### config.mk
export PLATFORM = sky130hd
export DESIGN_NAME = spi_mux_master
export DESIGN_NICKNAME = d
export VERILOG_FILES = /design/src/rtl/spi_mux_master.sv
export SDC_FILE = /design/constraint.sdc
export NUM_CORES = 1
export LEC_CHECK = 0
export ABC_AREA = 1
export CORE_AREA = 2 2 113 60
export CTS_CLUSTER_DIAMETER = 150
export DETAILED_ROUTE_END_ITERATION = 8
export DIE_AREA = 0 0 115 62
export SYNTH_ARGS = -nofsm -noshare
export SYNTH_HDL_FRONTEND = slang
export SYNTH_SLANG_ARGS = --single-unit
### constraint.sdc
create_clock -name clk -period 4.4 [get_ports clk]
set_input_delay 0.88 -clock clk [delete_from_list [all_inputs] [get_ports clk]]
set_output_delay 0.88 -clock clk [all_outputs]
set_load 0.02 [all_outputs]
### src/rtl/spi_mux_master.sv
// SPI mode-0 master for 16-bit SPI_Slave mux-bus command frames (rw, ext addr, reg addr, data).
// Define SPI_MUX_MASTER_READ_EN to support read frames; otherwise every frame is a write and rdata is 0.
`timescale 1ns/1ps
module spi_mux_master #(
  parameter int unsigned CLK_DIV = 4
) (
  input  logic       clk,
  input  logic       rst,
  input  logic       start,
  input  logic       rw,
  input  logic [2:0] ext_addr,
  input  logic [2:0] reg_addr,
  input  logic [7:0] wdata,
  input  logic       miso,
  output logic       sclk,
  output logic       cs,
  output logic       mosi,
  output logic       busy,
  output logic       done,
  output logic [7:0] rdata
);

`ifdef SPI_MUX_MASTER_READ_EN
  localparam logic READ_SUPPORT = 1'b1;
`else
  localparam logic READ_SUPPORT = 1'b0;
`endif

  localparam logic [7:0] DIV_LAST = 8'(CLK_DIV - 1);

  typedef enum logic [1:0] {IDLE, LEAD, SHIFT, TRAIL} state_t;

  state_t      state_q, state_d;
  logic [7:0]  div_q, div_d;
  logic [4:0]  half_q, half_d;
  logic [15:0] shreg_q, shreg_d;
  logic        rd_q, rd_d;
  logic [7:0]  rdata_q, rdata_d;
  logic        sclk_q, sclk_d;
  logic        cs_q, cs_d;
  logic        mosi_q, mosi_d;
  logic        busy_q, busy_d;
  logic        done_q, done_d;
  logic [15:0] frame;
  logic        rd_req;
  logic        div_end;

  assign rd_req  = rw & READ_SUPPORT;
  assign div_end = (div_q == DIV_LAST);

  // frame[k] is the k-th bit on the wire; data goes out MSB first
  always_comb begin
    frame      = '0;
    frame[0]   = rd_req;
    frame[3:1] = ext_addr;
    frame[7:5] = reg_addr;
    for (int unsigned i = 0; i < 8; i++) begin
      frame[8 + i] = rd_req ? 1'b0 : wdata[7 - i];
    end
  end

  always_comb begin
    state_d = state_q;
    div_d   = div_q;
    half_d  = half_q;
    shreg_d = shreg_q;
    rd_d    = rd_q;
    rdata_d = rdata_q;
    sclk_d  = sclk_q;
    cs_d    = cs_q;
    mosi_d  = mosi_q;
    busy_d  = busy_q;
    done_d  = 1'b0;
    case (state_q)
      IDLE: begin
        sclk_d = 1'b0;
        cs_d   = 1'b0;
        mosi_d = 1'b0;
        busy_d = 1'b0;
        if (start) begin
          state_d = LEAD;
          shreg_d = frame;
          rd_d    = rd_req;
          div_d   = '0;
          cs_d    = 1'b1;
          busy_d  = 1'b1;
          mosi_d  = frame[0];
        end
      end
      LEAD: begin
        div_d = div_q + 8'd1;
        if (div_end) begin
          div_d   = '0;
          half_d  = '0;
          sclk_d  = 1'b1;
          state_d = SHIFT;
        end
      end
      SHIFT: begin
        div_d = div_q + 8'd1;
        if (div_end) begin
          div_d  = '0;
          half_d = half_q + 5'd1;
          // Even half-periods are high: ending one is a falling edge, ending an odd one a rise.
          if (!half_q[0]) begin
            sclk_d = 1'b0;
            if (half_q != 5'd30) begin
              shreg_d = {shreg_q[0], shreg_q[15:1]};
              mosi_d  = shreg_q[1];
            end
          end else if (half_q == 5'd31) begin
            state_d = TRAIL;
          end else begin
            sclk_d = 1'b1;
            if (rd_q && half_q >= 5'd15) begin
              rdata_d = {rdata_q[6:0], miso};
            end
          end
        end
      end
      TRAIL: begin
        div_d = div_q + 8'd1;
        if (div_end) begin
          div_d   = '0;
          state_d = IDLE;
          done_d  = 1'b1;
          cs_d    = 1'b0;
          busy_d  = 1'b0;
          mosi_d  = 1'b0;
        end
      end
      default: state_d = IDLE;
    endcase
  end

  always_ff @(posedge clk) begin
    if (rst) begin
      state_q <= IDLE;
      div_q   <= '0;
      half_q  <= '0;
      shreg_q <= '0;
      rd_q    <= 1'b0;
      rdata_q <= '0;
      sclk_q  <= 1'b0;
      cs_q    <= 1'b0;
      mosi_q  <= 1'b0;
      busy_q  <= 1'b0;
      done_q  <= 1'b0;
    end else begin
      state_q <= state_d;
      div_q   <= div_d;
      half_q  <= half_d;
      shreg_q <= shreg_d;
      rd_q    <= rd_d;
      rdata_q <= rdata_d;
      sclk_q  <= sclk_d;
      cs_q    <= cs_d;
      mosi_q  <= mosi_d;
      busy_q  <= busy_d;
      done_q  <= done_d;
    end
  end

  assign sclk  = sclk_q;
  assign cs    = cs_q;
  assign mosi  = mosi_q;
  assign busy  = busy_q;
  assign done  = done_q;
  assign rdata = rdata_q;

endmodule
# After elaboration in Yosys (flattened, before gate mapping)
# Cells that the tools add are included.
[word_totals]
input_bits = 19
word_cells = 71
reg_bits = 35
output_inout_bits = 13
[op_classes]
n_eq_ne = 15
reduce_logical = 14
mux = 31
n_bitwise = 1
add_sub_neg = 2
[ops]
columns = ["cell", "n"]
rows = [
  ["$mux 16", 4],
  ["$pmux 16 s2", 1],
  ["$mux 8", 2],
  ["$ne 2x2->1 const B", 8],
  ["$pmux 8 s2", 1],
  ["$mux 2", 6],
  ["$mux 1", 10],
  ["$mux 5", 2],
  ["$pmux 5 s2", 1],
  ["$reduce_and 5->1", 2],
  ["$add 8x1->8 const B", 1],
  ["$eq 8x2->1 const B", 1],
  ["$pmux 2 s4", 1],
  ["$pmux 1 s3", 2],
  ["$reduce_and 6->1", 1],
  ["$reduce_bool 2->1", 3],
  ["$reduce_bool 3->1", 2],
  ["$add 5x1->5 const B", 1],
  ["$eq 5x5->1 const B", 1],
  ["$ne 5x5->1 const B", 1],
  ["$eq 2x2->1 const B", 2],
  ["$reduce_and 4->1", 1],
  ["$ne 3x3->1 const B", 1],
  ["$reduce_and 3->1", 1],
  ["other kinds (7)", 7],
]

# Longest topological paths before layout
# Gate-level depths: netlist (run 1).
[logic_depth]
word_depth = 5
ltp_mapped = 11
depth_no_buf = 11

# Worst setup path after synthesis (run 1)
# No wires, ideal clock.
[synth_timing]
path_kind = "input to register"
start = "input start"
end = "register shreg_q[10]"
setup_slack_ns = 2.781
cell_stages = 7
n_path_buf = 1
arrival_time_ns = 1.504
setup_time_ns = 0.115
required_time_ns = 4.285
cell_sequence = "nor2_8 -> inv_4 -> o21ai_2 -> nor2_4 -> buf_6 -> a21oi_1 -> nor2_1"
[synth_via]
elab_chain_len = 2
[synth_lines]
columns = ["item", "line", "rtl"]
rows = [
  ["start, declared", "9", "input logic start,"],
  ["$ne 2x2->1 (no source line)", "-", ""],
  ["$reduce_and 5->1 (no source line)", "-", ""],
  ["end signal, assigned", "153", "shreg_q <= shreg_d;"],
  ["end, declared", "36", "logic [15:0] shreg_q, shreg_d;"],
]
# Every way passes these cells.
# A chain may end at the register's enable or synchronous reset.

==> metrics.cfg, run 1 <==
[status]
outcome=complete, no violations

[setup_path]
start_kind=input pin
crit_type=input pin to register
r2r_cells=8
path_max_fanout=24
crit_path_end_kind=register
reg2reg_slack_ns=2.23
crit_arrival_ns=2.63
rr_startpoint=state_q[0]$_SDFFE_PP0P_
required_ns=4.61
regToRegEndpoint=shreg_q[0]$_SDFFE_PP0P_

[grt]
grt_pass1_wl_um=7130
first_global_vias=1468
globalRoute.totalOverflow=0
grt_max_degree=34
antenna_found_initial=0
grt.total_usage=0.129

[floorplanning]
die_h_um=62
row_count=21
initial_core_util=0.332
io_pins=32
die-area_mm2=0.00713
fp.coreArea_mm2=0.00631
dieWidth_um=115

[route]
avgRoutedWirePerCell_um=11.5
dr.pass1.iters=4
wirelength_um=4430
remaining_drc_errors=0
drt_iter0_markers=174
ant_nets=0
vias_per_cell=4.65
via_count=1791

[min_path]
min-delay-start=shreg_q[4]$_SDFFE_PP0P_
hold_depth=2
worstHoldEndpoint=shreg_q[4]$_SDFFE_PP0P_
hold_path.class=register to register

[synth]
synth_top_area_frac=0.335
ys_warn_count=0
synth_area_mm2=0.00209
yosysSeqAreaShare=0.335
synth-seq-cells=35
syn_area_per_cell_um2=7.24
ys_types=27
synth_area_leader_cell=dfxtp_1
syn_inst=289
ys_top_cells_by_area=dfxtp_1 33%, nand2_1 9.9%, a21oi_1 7.4%

[placement]
gp_congestion=0.798
port_buffers=21
place_hpwl_um=3110
dpl.cell_count=377

[clock_network]
cts_num_sinks=35
numCtsBuffers=5
cts_tree=built
root_buffer=clkbuf_16
cts_resized=0
h-tree-depth=2
post_cts_buffers=0
insertion_delay_ns=0.28
clkTransAtPathRegs_ns=0.05
cts_hold_buf=0
clockBufferDepth=2

[power]
p_per_area_mw_per_mm2=701
peakVddDrop_mv=0.242
p_leak_uw=0.00104

[run]
maxCapViolations=0

[sta]
hold_ws_ns=0.469
fmax_mhz=412
drv_slew=0
setup-violations-final=0
max-slew-margin-rel=0.493
period_share=0.551
setup_tns_ns=0
skew_ns=0.00282
rsz0062_at_grt=no
worst_pin_slew_ns=0.760
hold_violations=0
period_minus_slack_ns=2.43

[final_layout]
final_cells=385
antenna_cells=0
drive_gt1_frac=0.0590
layout.nets=334
area_growth_pct=16.3

[cell usage after synthesis, drive strengths merged]
master and number:
nor2 44, ha 11, clkbuf 1, o21ai 8, conb 1, mux2i 14
a21oi 31, a211oi 1, nand2 58, nand4 4, nand3 26, buf 20
xor2 4, nor3 2, inv 27, dfxtp 35, o21bai 2
[per-layer routing]
metal	up-vias	part of all wire	track usage
li1	952	-	-
met1	778	0.55	0.200
met2	54	0.36	0.167
met3	7	0.077	0.0369
met4	0	0.013	0.0413
met5	-	0	0
[worst max path at each step]
stage / to / slack (ns) / startpoint
after floorplan: shreg_q[10]$_SDFFE_PP0P_ / 2.78 / start
after global placement: div_q[2]$_SDFFE_PP0P_ / 1.65 / rst
after detailed placement: div_q[2]$_SDFFE_PP0P_ / 1.66 / rst
after CTS: div_q[2]$_SDFFE_PP0P_ / 1.95 / rst
after global routing: div_q[2]$_SDFFE_PP0P_ / 1.77 / rst
final: div_q[2]$_SDFFE_PP0P_ / 1.97 / rst
[layout make-up]
| type | instances | area (um^2) |
|---|---|---|
| well taps | 80 | 100 |
| repair buffers | 22 | 218 |
| fillers | 650 | 3870 |
| inverters | 27 | 104 |
| clock buffers | 7 | 153 |
| clock inverters | 1 | 7.51 |
| flip-flops and latches | 35 | 701 |
| multi-input cells | 213 | 1150 |
[report_power, final]
| part | total (uW) | internal [uW] | switching, uW | leakage [uW] |
|---|---|---|---|---|
| logic | 837 | 311 | 527 | 0.000672 |
| registers | 492 | 422 | 69.8 | 0.000287 |
| clock network | 376 | 241 | 135 | 0.0000761 |
| total | 1710 | 973 | 732 | 0.00104 |
[cells in the final DEF, fill, tap and decap left out, types with 2 or more instances in the layout]
cell	n
clkdlybuf4s50_1	21
nor2_1	41
nand2_2	2
conb_1	8
mux2i_1	14
dfxtp_1	35
o21bai_1	2
nand2_1	55
xor2_1	4
ha_1	11
clkbuf_8	2
nand4_1	4
nand3_1	26
inv_1	25
a21oi_1	31
o21ai_0	7
clkbuf_16	5
nor3_1	2
[kinds of logic after synthesis]
group                    Yosys count  share of synthesized area
AO/OA/AOI/OAI                     42                      0.106
XOR/XNOR                           4                     0.0167
adder cells (fa/ha/maj)           11                     0.0657
buffers and inverters             48                      0.128
flip-flops                        35                      0.335
multiplexers                      14                     0.0669
other                              1                    0.00179
AND/OR/NAND/NOR                  134                      0.280
[flip-flops by register name, indices dropped and copies added, names as in the netlist]
| name | cells |
|---|---|
| busy | 1 |
| state_q | 2 |
| shreg_q | 16 |
| mosi | 1 |
| half_q | 5 |
| sclk | 1 |
| div_q | 8 |
| done | 1 |
[critical path: stages]
cell and delay [ns]:
clkdlybuf4s50_1 0.68, inv_1 0.71, o21ai_0 0.19, a21oi_1 0.17
[metrics by stage]
stage / setup slack, ns / util / total power (uW) / area [um^2]
after global placement: 1.65 / 0.361 / 1330 / 2270
final: 1.97 / 0.386 / 1710 / 2430
after global routing: 1.77 / 0.386 / 1850 / 2430
after CTS: 1.95 / 0.386 / 1710 / 2430
after floorplan: 2.78 / - / 1230 / 2120
after detailed placement: 1.66 / 0.361 / 1330 / 2270
Power figures use the tool's default switching activity.
==> run 2, diff against run 1 <==
clock period = 2.39 ns   (was 4.4 ns; I/O delays follow)
==> run 2 against run 1 <==
Against the previous run:
- clock-buffer cell count unchanged
- die area unchanged
- sequential power up 83%
- non-clock buffer count up 4
- combinational power up 96%
- largest cell class unchanged
- critical path depth up 3
- clock power up 66%
==> metrics.cfg, run 2 (synthesis results as in run 1) <==
[status]
outcome=complete, no violations

[route]
via_count=1792
avgRoutedWirePerCell_um=11.4
remaining_drc_errors=0
dr.pass1.iters=5
vias_per_cell=4.61
wirelength_um=4430
ant_nets=0
drt_iter0_markers=130

[clock_network]
post_cts_buffers=0
cts_hold_buf=0
cts_resized=0
cts_tree=built
cts_num_sinks=35
numCtsBuffers=5
insertion_delay_ns=0.28
h-tree-depth=2
clockBufferDepth=2
root_buffer=clkbuf_16
clkTransAtPathRegs_ns=0.05

[setup_path]
required_ns=2.56
critPathMaxStageDelay_ns=0.46
path_cells=inv_1 -> ha_1 -> buf_4 -> mux2i_1 -> nand3_1 -> nand2_1 -> nor2_1
crit_arrival_ns=2.21
path_max_fanout=17
start_kind=register
crit_type=register to register
cp_top_family=buffers and inverters
cp_slowest_cell=ha_1
crit_path_end_kind=register
path_buf_inv=2

[sta]
period_share=0.851
setup_tns_ns=0
hold_violations=0
skew_ns=0.00653
period_minus_slack_ns=2.03
rsz0062_at_grt=no
setup-violations-final=0
drv_slew=0
fmax_mhz=492

[floorplanning]
die_h_um=62
row_count=21
dieWidth_um=115
fp.coreArea_mm2=0.00631
die-area_mm2=0.00713
initial_core_util=0.332
io_pins=32

[min_path]
hold_path.class=register to register

[power]
peakVddDrop_mv=0.456
p_total_uw=3170
p_per_area_mw_per_mm2=1290
p_leak_uw=0.00105

[final_layout]
layout.nets=338
regMostFlops=shreg_q
n_fill_cell=647
mostFrequentLayoutCells=55 x nand2_1, 41 x nor2_1, 35 x dfxtp_1
area_growth_pct=17.2
final_cells=389
reg_top3=shreg_q x16, div_q x8, half_q x5
layout_commonest_cell=nand2_1
drive_gt1_frac=0.0647
largest_reg_flops=16
antenna_cells=0

[placement]
place_hpwl_um=3140
port_buffers=21
gp_congestion=0.862
dpl.cell_count=381

[grt]
grt_max_degree=34
antenna_found_initial=0
globalRoute.totalOverflow=0
first_global_vias=1452
grt_pass1_wl_um=7060
grt.total_usage=0.130

[run]
maxCapViolations=0

-- run 2: worst min-delay path: cells and delay by family, from the launching register on --
kind,cells,cell delay [ns]
DFF,1,0.30
and+or+nand+nor,1,0.06
AOI/OAI and AO/OA,1,0.05
-- run 2: cell type report --
type                       count  area, um^2  area share
clock buffer                   7         133      0.0541
multi-input combinational    213        1150       0.469
sequential                    35         701       0.286
timing repair buffer          26         260       0.106
inverter                      27         104      0.0423
tap                           80         100      0.0408
clock inverter                 1        5.00     0.00204
-- run 2: final timing paths --
check	from	to	slack, ns	cells past startpoint
worst max-delay path	state_q[0]$_SDFFE_PP0P_	shreg_q[6]$_SDFFE_PP0P_	0.36	7
worst min-delay path	shreg_q[4]$_SDFFE_PP0P_	shreg_q[4]$_SDFFE_PP0P_	0.46	2
worst max register to register	state_q[0]$_SDFFE_PP0P_	shreg_q[6]$_SDFFE_PP0P_	0.36	7
worst min register to register	shreg_q[4]$_SDFFE_PP0P_	shreg_q[4]$_SDFFE_PP0P_	0.46	2
-- run 2: metal layers --
metal	up-vias	routed length (um)	track usage
li1	959	-	-
met4	0	88	0.0620
met1	779	2560	0.204
met3	7	259	0.0378
met2	47	1520	0.152
met5	-	0	0
-- run 2: power breakdown --
part | internal [uW] | total, uW | switching, uW
clock | 385 | 626 | 241
combinational | 646 | 1640 | 992
sequential | 777 | 901 | 124
total | 1810 | 3170 | 1360
-- run 2: stage by stage --
step	utilization	instance area, um^2	hold WS (ns)	setup slack [ns]
2_1_floorplan	-	2120	0.439	0.828
3_3_place_gp	0.367	2320	0.451	0.371
3_5_place_dp	0.367	2320	0.459	0.370
4_1_cts	0.389	2450	0.465	0.402
5_1_grt	0.389	2450	0.499	0.246
6_report	0.389	2450	0.463	0.356
==> run 3, diff against run 2 <==
RECOVER_POWER = 100   (was not set)
==> run 3 against run 2 <==
Against the previous run:
- design area decreased by 0.10%
- maximum frequency decreased by 0.73%
- non-clock buffer count unchanged
- sequential power about the same
- clock skew shrank 0.0022 ns
- setup slack lost 0.015 ns
- via count decreased by 0.39%
- register-to-register slack barely moved
- highest routed layer unchanged
==> metrics.cfg, run 3 (synthesis results as in run 1) <==
[clock_network]
root_buffer=clkbuf_16
h-tree-depth=2
insertion_delay_ns=0.28
cts_tree=built
post_cts_buffers=0
numCtsBuffers=5
clockBufferDepth=2
clkTransAtPathRegs_ns=0.05
cts_hold_buf=0
cts_resized=0
cts_num_sinks=35

[setup_path]
critPathMaxStageDelay_ns=0.47
start_kind=register
required_ns=2.56
path_cells=inv_1 -> ha_1 -> buf_4 -> mux2i_1 -> nand3_1 -> nand2_1 -> nor2_1
crit_path_end_kind=register
crit_arrival_ns=2.22
reg2reg_slack_ns=0.34
cp_slowest_cell=ha_1
crit_type=register to register
path_max_fanout=17

[floorplanning]
initial_core_util=0.332
fp.coreArea_mm2=0.00631
io_pins=32
row_count=21
dieWidth_um=115
die-area_mm2=0.00713
die_h_um=62

[placement]
place_hpwl_um=3140
dpl.cell_count=381
port_buffers=21
gp_congestion=0.862
dpl-instance-area_mm2=0.00232

[sta]
fmax_mhz=488
setup-violations-final=0
hold_ws_ns=0.464
period_share=0.857
rsz0062_at_grt=no
period_minus_slack_ns=2.05
drv_slew=0
setup_tns_ns=0
skew_ns=0.00434
hold_violations=0

[route]
vias_per_cell=4.59
ant_nets=0
avgRoutedWirePerCell_um=11.5
drt_iter0_markers=136
wirelength_um=4480
remaining_drc_errors=0
dr.pass1.iters=5
via_count=1785

[final_layout]
reg_top3=shreg_q x16, div_q x8, half_q x5
postLayoutCoreUtil=0.389
n_fill_cell=647
fin_area_mm2=0.00245
area_growth_pct=17.1
mostFrequentLayoutCells=56 x nand2_1, 41 x nor2_1, 35 x dfxtp_1
drive_gt1_frac=0.0583
antenna_cells=0
largest_reg_flops=16
regMostFlops=shreg_q
final_cells=389
layout.nets=338
layout_commonest_cell=nand2_1
multi_input_area_mm2=0.00115
regArea_um2=701

[power]
p_per_area_mw_per_mm2=1290
p_leak_uw=0.00106
peakVddDrop_mv=0.432

[grt]
grt.total_usage=0.130
grt_pass1_wl_um=7060
antenna_found_initial=0
globalRoute.totalOverflow=0
grt_max_degree=34
first_global_vias=1452

[min_path]
hold_path.class=register to register

[run]
maxCapViolations=0

[status]
outcome=complete, no violations

==> run 3: cell types whose count changed in the layout (fill, tap and decap cells not counted), sizes merged <==
cell	previous run	this run
clkdlybuf4s50	21	16
dlygate4sd3	0	5
==> run 3: area by class of cell <==
cell class | instances | area share
clock inverter | 1 | 0.00204
tap | 80 | 0.0408
sequential | 35 | 0.286
inverter | 27 | 0.0424
clock buffer | 7 | 0.0541
timing repair buffer | 26 | 0.106
multi-input combinational | 213 | 0.469
==> run 3: worst paths after layout <==
| path | cells past startpoint | endpoint | from |
|---|---|---|---|
| max | 7 | shreg_q[6]$_SDFFE_PP0P_ | state_q[0]$_SDFFE_PP0P_ |
| min | 2 | shreg_q[4]$_SDFFE_PP0P_ | shreg_q[4]$_SDFFE_PP0P_ |
| max reg2reg | 7 | shreg_q[6]$_SDFFE_PP0P_ | state_q[0]$_SDFFE_PP0P_ |
| min reg2reg | 2 | shreg_q[4]$_SDFFE_PP0P_ | shreg_q[4]$_SDFFE_PP0P_ |
==> run 3: per-layer routing <==
metal | global-route usage | up-vias | part of all wire
met1 | 0.204 | 781 | 0.59
met3 | 0.0378 | 9 | 0.053
met2 | 0.152 | 40 | 0.34
met4 | 0.0620 | 0 | 0.020
met5 | 0 | - | 0
li1 | - | 955 | -
==> run 3: per-stage QoR <==
step                      worst slack [ns]  total power, uW
final                                0.341             3150
after global routing                 0.139             3430
after CTS                            0.402             3170
after detailed placement             0.370             2540
after global placement               0.371             2530
after floorplan                      0.828             2260
==> run 3: where the power goes <==
part | switching (uW) | total [uW] | internal, uW | leakage [uW]
Clock | 243 | 628 | 385 | 0.0000679
Sequential | 123 | 901 | 777 | 0.000287
Combinational | 990 | 1620 | 631 | 0.000710
==> run 3: worst max-delay path, delay by kind of cell (launching register included) <==
kind / cells / cell delay [ns]
buffers and inverters: 2 / 0.54
adder cells (fa/ha/maj): 1 / 0.47
flip-flops: 1 / 0.35
multiplexers: 1 / 0.34
AND/OR/NAND/NOR: 3 / 0.24
